File: config.mk
export PLATFORM = sky130hd
export DESIGN_NAME = ttl_74157_scanner
export DESIGN_NICKNAME = d
export VERILOG_FILES = /design/src/rtl/ttl_74157_scanner.sv
export SDC_FILE = /design/constraint.sdc
export NUM_CORES = 1
export LEC_CHECK = 0
export ABC_AREA = 1
export CAP_MARGIN = 15
export CORE_MARGIN = 4
export CORE_UTILIZATION = 24
export DETAILED_ROUTE_END_ITERATION = 12
export GPL_TIMING_DRIVEN = 0
export PLACE_DENSITY = 0.43
export SKIP_LAST_GASP = 1
export SYNTH_ARGS = -nofsm -noshare
export SYNTH_HDL_FRONTEND = slang
export SYNTH_SLANG_ARGS = --single-unit
File: constraint.sdc
create_clock -name Clk -period 1.5 [get_ports Clk]
set_input_delay 0.3 -clock Clk [delete_from_list [all_inputs] [get_ports Clk]]
set_output_delay 0.3 -clock Clk [all_outputs]
set_load 0.02 [all_outputs]
File: src/rtl/ttl_74157_scanner.sv
`default_nettype none
// ============================================================================
// Module      : ttl_74157_scanner
// Description : Scan sequencer for a quad 2-input mux. It steps Select through
//               every channel, captures Y into a shadow frame and publishes it
//               atomically on Q_2D.
// Revision    : 1.0 - initial release
// ============================================================================
module ttl_74157_scanner #(
    parameter int BLOCKS       = 4,
    parameter int WIDTH_IN     = 2,
    parameter int WIDTH_SELECT = $clog2(WIDTH_IN),
    parameter int DWELL        = 2,
    parameter int DELAY_RISE   = 0,
    parameter int DELAY_FALL   = 0
) (
    input  logic                         Clk,
    input  logic                         Clear_bar,
    input  logic                         Start,
    input  logic                         Continuous,
    input  logic [BLOCKS-1:0]            Y_in,
    output logic [WIDTH_SELECT-1:0]      Select,
    output logic                         Enable_bar,
    output logic [BLOCKS*WIDTH_IN-1:0]   Q_2D,
    output logic                         Busy,
    output logic                         Frame_done
);

    localparam int c_cnt_w = (DWELL > 1) ? $clog2(DWELL) : 1;
    localparam logic [c_cnt_w-1:0]      c_cnt_last = c_cnt_w'(DWELL - 1);
    localparam logic [WIDTH_SELECT-1:0] c_sel_last = WIDTH_SELECT'(WIDTH_IN - 1);

    typedef enum logic [0:0] {
        ST_IDLE = 1'b0,
        ST_SCAN = 1'b1
    } state_t;

    state_t                        r_state;
    logic [c_cnt_w-1:0]            r_count;
    logic [WIDTH_SELECT-1:0]       r_select;
    logic                          r_enable_bar;
    logic                          r_busy;
    logic                          r_frame_done;
    logic [BLOCKS*WIDTH_IN-1:0]    r_shadow;
    logic [BLOCKS*WIDTH_IN-1:0]    r_q;
    logic [BLOCKS*WIDTH_IN-1:0]    w_merged;

    // Shadow frame with the channel currently on Select replaced by Y_in, so the
    // final capture and the publish happen on the same edge.
    always_comb begin
        w_merged = r_shadow;
        for (int c = 0; c < WIDTH_IN; c++) begin
            if (r_select == WIDTH_SELECT'(c)) begin
                w_merged[c*BLOCKS +: BLOCKS] = Y_in;
            end
        end
    end

    always_ff @(posedge Clk) begin
        if (!Clear_bar) begin
            r_state      <= ST_IDLE;
            r_count      <= '0;
            r_select     <= '0;
            r_enable_bar <= 1'b1;
            r_busy       <= 1'b0;
            r_frame_done <= 1'b0;
            r_shadow     <= '0;
            r_q          <= '0;
        end else begin
            r_frame_done <= 1'b0;
            case (r_state)
                ST_IDLE: begin
                    r_enable_bar <= 1'b1;
                    r_busy       <= 1'b0;
                    r_select     <= '0;
                    r_count      <= '0;
                    if (Start) begin
                        r_state      <= ST_SCAN;
                        r_enable_bar <= 1'b0;
                        r_busy       <= 1'b1;
                    end
                end
                ST_SCAN: begin
                    if (r_count != c_cnt_last) begin
                        r_count <= r_count + c_cnt_w'(1);
                    end else begin
                        r_count  <= '0;
                        r_shadow <= w_merged;
                        if (r_select != c_sel_last) begin
                            r_select <= r_select + WIDTH_SELECT'(1);
                        end else begin
                            r_q          <= w_merged;
                            r_frame_done <= 1'b1;
                            r_select     <= '0;
                            if (!Continuous) begin
                                r_state      <= ST_IDLE;
                                r_enable_bar <= 1'b1;
                                r_busy       <= 1'b0;
                            end
                        end
                    end
                end
                default: r_state <= ST_IDLE;
            endcase
        end
    end

    // Rise/fall delays are a board-level timing annotation; the registered
    // outputs themselves are driven cycle-accurately.
    if (DELAY_RISE >= 0 && DELAY_FALL >= 0) begin : g_out
        assign Select     = r_select;
        assign Enable_bar = r_enable_bar;
        assign Q_2D       = r_q;
        assign Busy       = r_busy;
        assign Frame_done = r_frame_done;
    end

endmodule
`default_nettype wire
# After elaboration in Yosys (flattened, before gate mapping)
# Index checks and enable logic that the tools add are counted.
# totals
out_inout_bits	12
in_bits	8
register_bits	22
# op_classes
n_mux	22
add_sub_neg	2
n_bitwise	1
n_reduce_logical	4
n_eq_ne	3
# op_table
cell	count
$mux W1	15
$pmux W1 S2	5
$reduce_and A3 Y1	3
$mux W4	2
$ne A2 B1 Y1 const B	2
$add A1 B1 Y1 const B	2
$ne A2 B2 Y1 const B	1
$reduce_and A2 Y1	1
$not A1 Y1	1

# Logic depth before layout (Yosys ltp)
# depth
depth_word	4
depth_mapped	6
depth_no_buf	6

# Worst setup path after synthesis
# No wires, ideal clock.
# synth_timing
kind	reg-to-reg
start	register r_select (netlist: Select)
end	register r_q[4] (netlist: Q_2D[4])
path_stages_with_launch	5
path_slack_ns	0.478
arrival_time_ns	0.905
n_path_buf	1
setup_time_ns	0.117
required_ns	1.383
cell_sequence	dfxtp_1 nand2_2 buf_6 nand3_1 o21ai_1
# synth_between
elab_chain_len	1
word_cells_on_any_way	2
classes_between	1 x mux; 1 x reduce/logical
# synth_rtl
element	line	rtl
from (decl)	40	logic [WIDTH_SELECT-1:0] r_select;
from (signal assigned)	90	r_select <= r_select + WIDTH_SELECT'(1);
$reduce_and A3 Y1 (no source line) / $mux W4 (equally long branches)	-	
to (signal assigned)	92	r_q <= w_merged;
to (decl)	45	logic [BLOCKS*WIDTH_IN-1:0] r_q;
# Parallel ways exist; a longest one is shown, timed or not.
# A chain may end at the register's enable or synchronous reset.

# Worst setup path after layout
# layout_timing
start	register r_select (netlist: Select)
end	output Select
# layout_rtl
element	line	rtl
to (decl)	22	output logic [WIDTH_SELECT-1:0] Select,
# No word-level cell between the ends.

==> flow_summary.yaml <==
pwr:
  ir_drop_v: 0.000702
  total_power_uw: 866
  p_leak_uw: 0.000452
  power_density_nw_per_um2: 939
route:
  viasPerCell: 4.23
  wl_per_cell_microns: 10.2
  num_vias: 562
  drtAntennaViolNets: 0
  drtPass1Iterations: 4
  routed_wl_mm: 1.36
  drt_iter0_drc: 5
  drc: 0
logic_synthesis:
  synth-edff-count: 0
  avgSynthCellArea_sq_um: 8.40
  ys_seq_elements: 18
  yosysTopAreaCell: "dfxtp_1"
  yosysWarningCount: 0
  yosysMostFrequentCell: "dfxtp_1"
  synth_nets: 88
  synthTopCellsByArea: "dfxtp_1, nand3_1, nand2_1"
  syn_area_sq_um: 672
  synth_cell_types: 17
  ys_seq_area_frac: 0.536
  synth_common_cells: "dfxtp_1, nand2_1, nand3_1"
  async_flop_share: 0
  syn_inst: 80
  synth_top_area_share: 0.536
  synth_flop_cell: "dfxtp_1"
die:
  initial_core_util: 0.262
  io_pins: 20
  die_y_microns: 60.9
  coreArea_sq_um: 2570
  die_area_sq_um: 3710
  num_rows: 18
  die_w_microns: 60.9
place:
  hpwl_mm: 1.04
  portBuffers: 19
  placed_cells: 129
  place_congestion: 0.707
worst_setup_path:
  worst-path-buf-inv: 1
  crit_start: "Select"
  worst-path-max-fanout: 7
  path_cells: "dlygate4sd2_1"
  cp.arrival_ns: 1.07
  required_ns: 1.20
  r2r_start: "r_state"
  path_delay_family: "flip-flops"
  path_class: "flip-flop to output port"
  crit_slowest_cell: "dfxtp_2"
  cp-end-kind: "output port"
  critPathLaunchType: "flip-flop"
  max_stage_delay_ns: 0.43
cts:
  hold_buffers: 0
  cts.sinks: 18
  cts_max_level: 1
  cts_buffer_depth: 2
  clk_pin_slew_ns: 0.10
  cts_resized: 13
  cts_setup_buffers: 0
  numCtsBuffers: 3
  tritoncts: "built"
  clock_latency_ns: 0.29
  cts_root_buffer: "clkbuf_4"
global_routing:
  grt_pass1_wl_mm: 2.39
  overflow: 0
  grt_use_total: 0.0869
  grt_pass1_vias: 555
  antenna_found_initial: 0
  grt_max_degree: 11
timing:
  finalCritPeriodShare: 0.912
  setup_tns_ns: 0
  clock_skew_ns: 0.00136
  tightest_slew_ns: 0.212
  fmax_mhz: 731
  setup_violations: 0
  rsz0062_at_grt: "false"
  slew_headroom: 0.859
  hold_viol_final: 0
  whs_ns: 0.451
  final_max_slew_viol_count: 0
  fin_crit_ns: 1.37
finish:
  regArea_sq_um: 362
  fillCellCount: 289
  fin_cells: 133
  utilization: 0.359
  multi_input_area_sq_um: 243
  nets: 112
  synthToLayoutAreaGrowth_pct: 37.2
  drive_gt1_frac: 0.155
  antenna_cells: 0
job:
  drv_cap: 0
run_status:
  status: "complete, no violations"
hold_path:
  holdCritPathClass: "flip-flop to flip-flop"
  worstHoldStart: "r_shadow[0]"
sequential cells by signal (all words and copies together) (netlist names):
| name | flops |
|---|---|
| Q_2D | 8 |
| r_shadow | 4 |
| Busy | 1 |
| Enable_bar | 1 |
| Frame_done | 1 |
| Select | 1 |
| r_count | 1 |
| r_state | 1 |
where the power goes:
part           switching [uW]  internal [uW]
logic                    35.5           35.5
registers                9.61            490
clock network             147            148
total                     192            674
layout by cell type (no fill, tap or decap), types with 2 or more instances in the layout:
cell / synthesis / layout
dfxtp_1: 18 / 17
dlygate4sd2_1: 0 / 12
nand3_1: 11 / 11
nand2_1: 11 / 11
nor2_1: 9 / 9
inv_1: 7 / 7
clkdlybuf4s50_1: 0 / 7
o21ai_0: 5 / 5
o21ai_1: 4 / 4
a21oi_1: 3 / 3
clkbuf_4: 0 / 3
nand2_2: 2 / 2
inv_2: 2 / 2
buf_6: 2 / 2
routing by layer:
metal	part of all wire	global-route usage	up-vias	wire length, microns
li1	-	-	301	-
met1	0.46	0.101	246	632
met2	0.45	0.147	13	618
met3	0.073	0.0404	2	100
met4	0.0073	0.0186	0	10
met5	0	0	-	0
cell families after synthesis:
group                  share of synthesized area
AND/OR/NAND/NOR                            0.272
flip-flops                                 0.536
AO/OA/AOI/OAI                             0.0894
buffers and inverters                      0.102
area by class of cell:
class	instances	area share
clock buffer	4	0.0393
sequential	18	0.392
timing repair buffer	19	0.190
buffer	3	0.0326
tap	30	0.0407
multi-input combinational	49	0.263
inverter	10	0.0421
stage by stage:
| stage | worst slack [ns] | cell area (sq um) |
|---|---|---|
| 3_3_place_gp | 0.0454 | 900 |
| 4_1_cts | 0.109 | 922 |
| 6_report | 0.131 | 922 |
| 3_5_place_dp | 0.0472 | 900 |
| 5_1_grt | 0.0636 | 922 |
| 2_1_floorplan | 0.478 | 672 |
final timing paths:
check                              endpoint  slack (ns)  cells past startpoint
worst max-delay path                 Select        0.13                      1
worst min-delay path                Q_2D[0]        0.45                      2
worst max register to register  r_shadow[2]        0.45                      5
worst min register to register      Q_2D[0]        0.45                      2
Note: power is estimated with default switching activity, not from simulation.
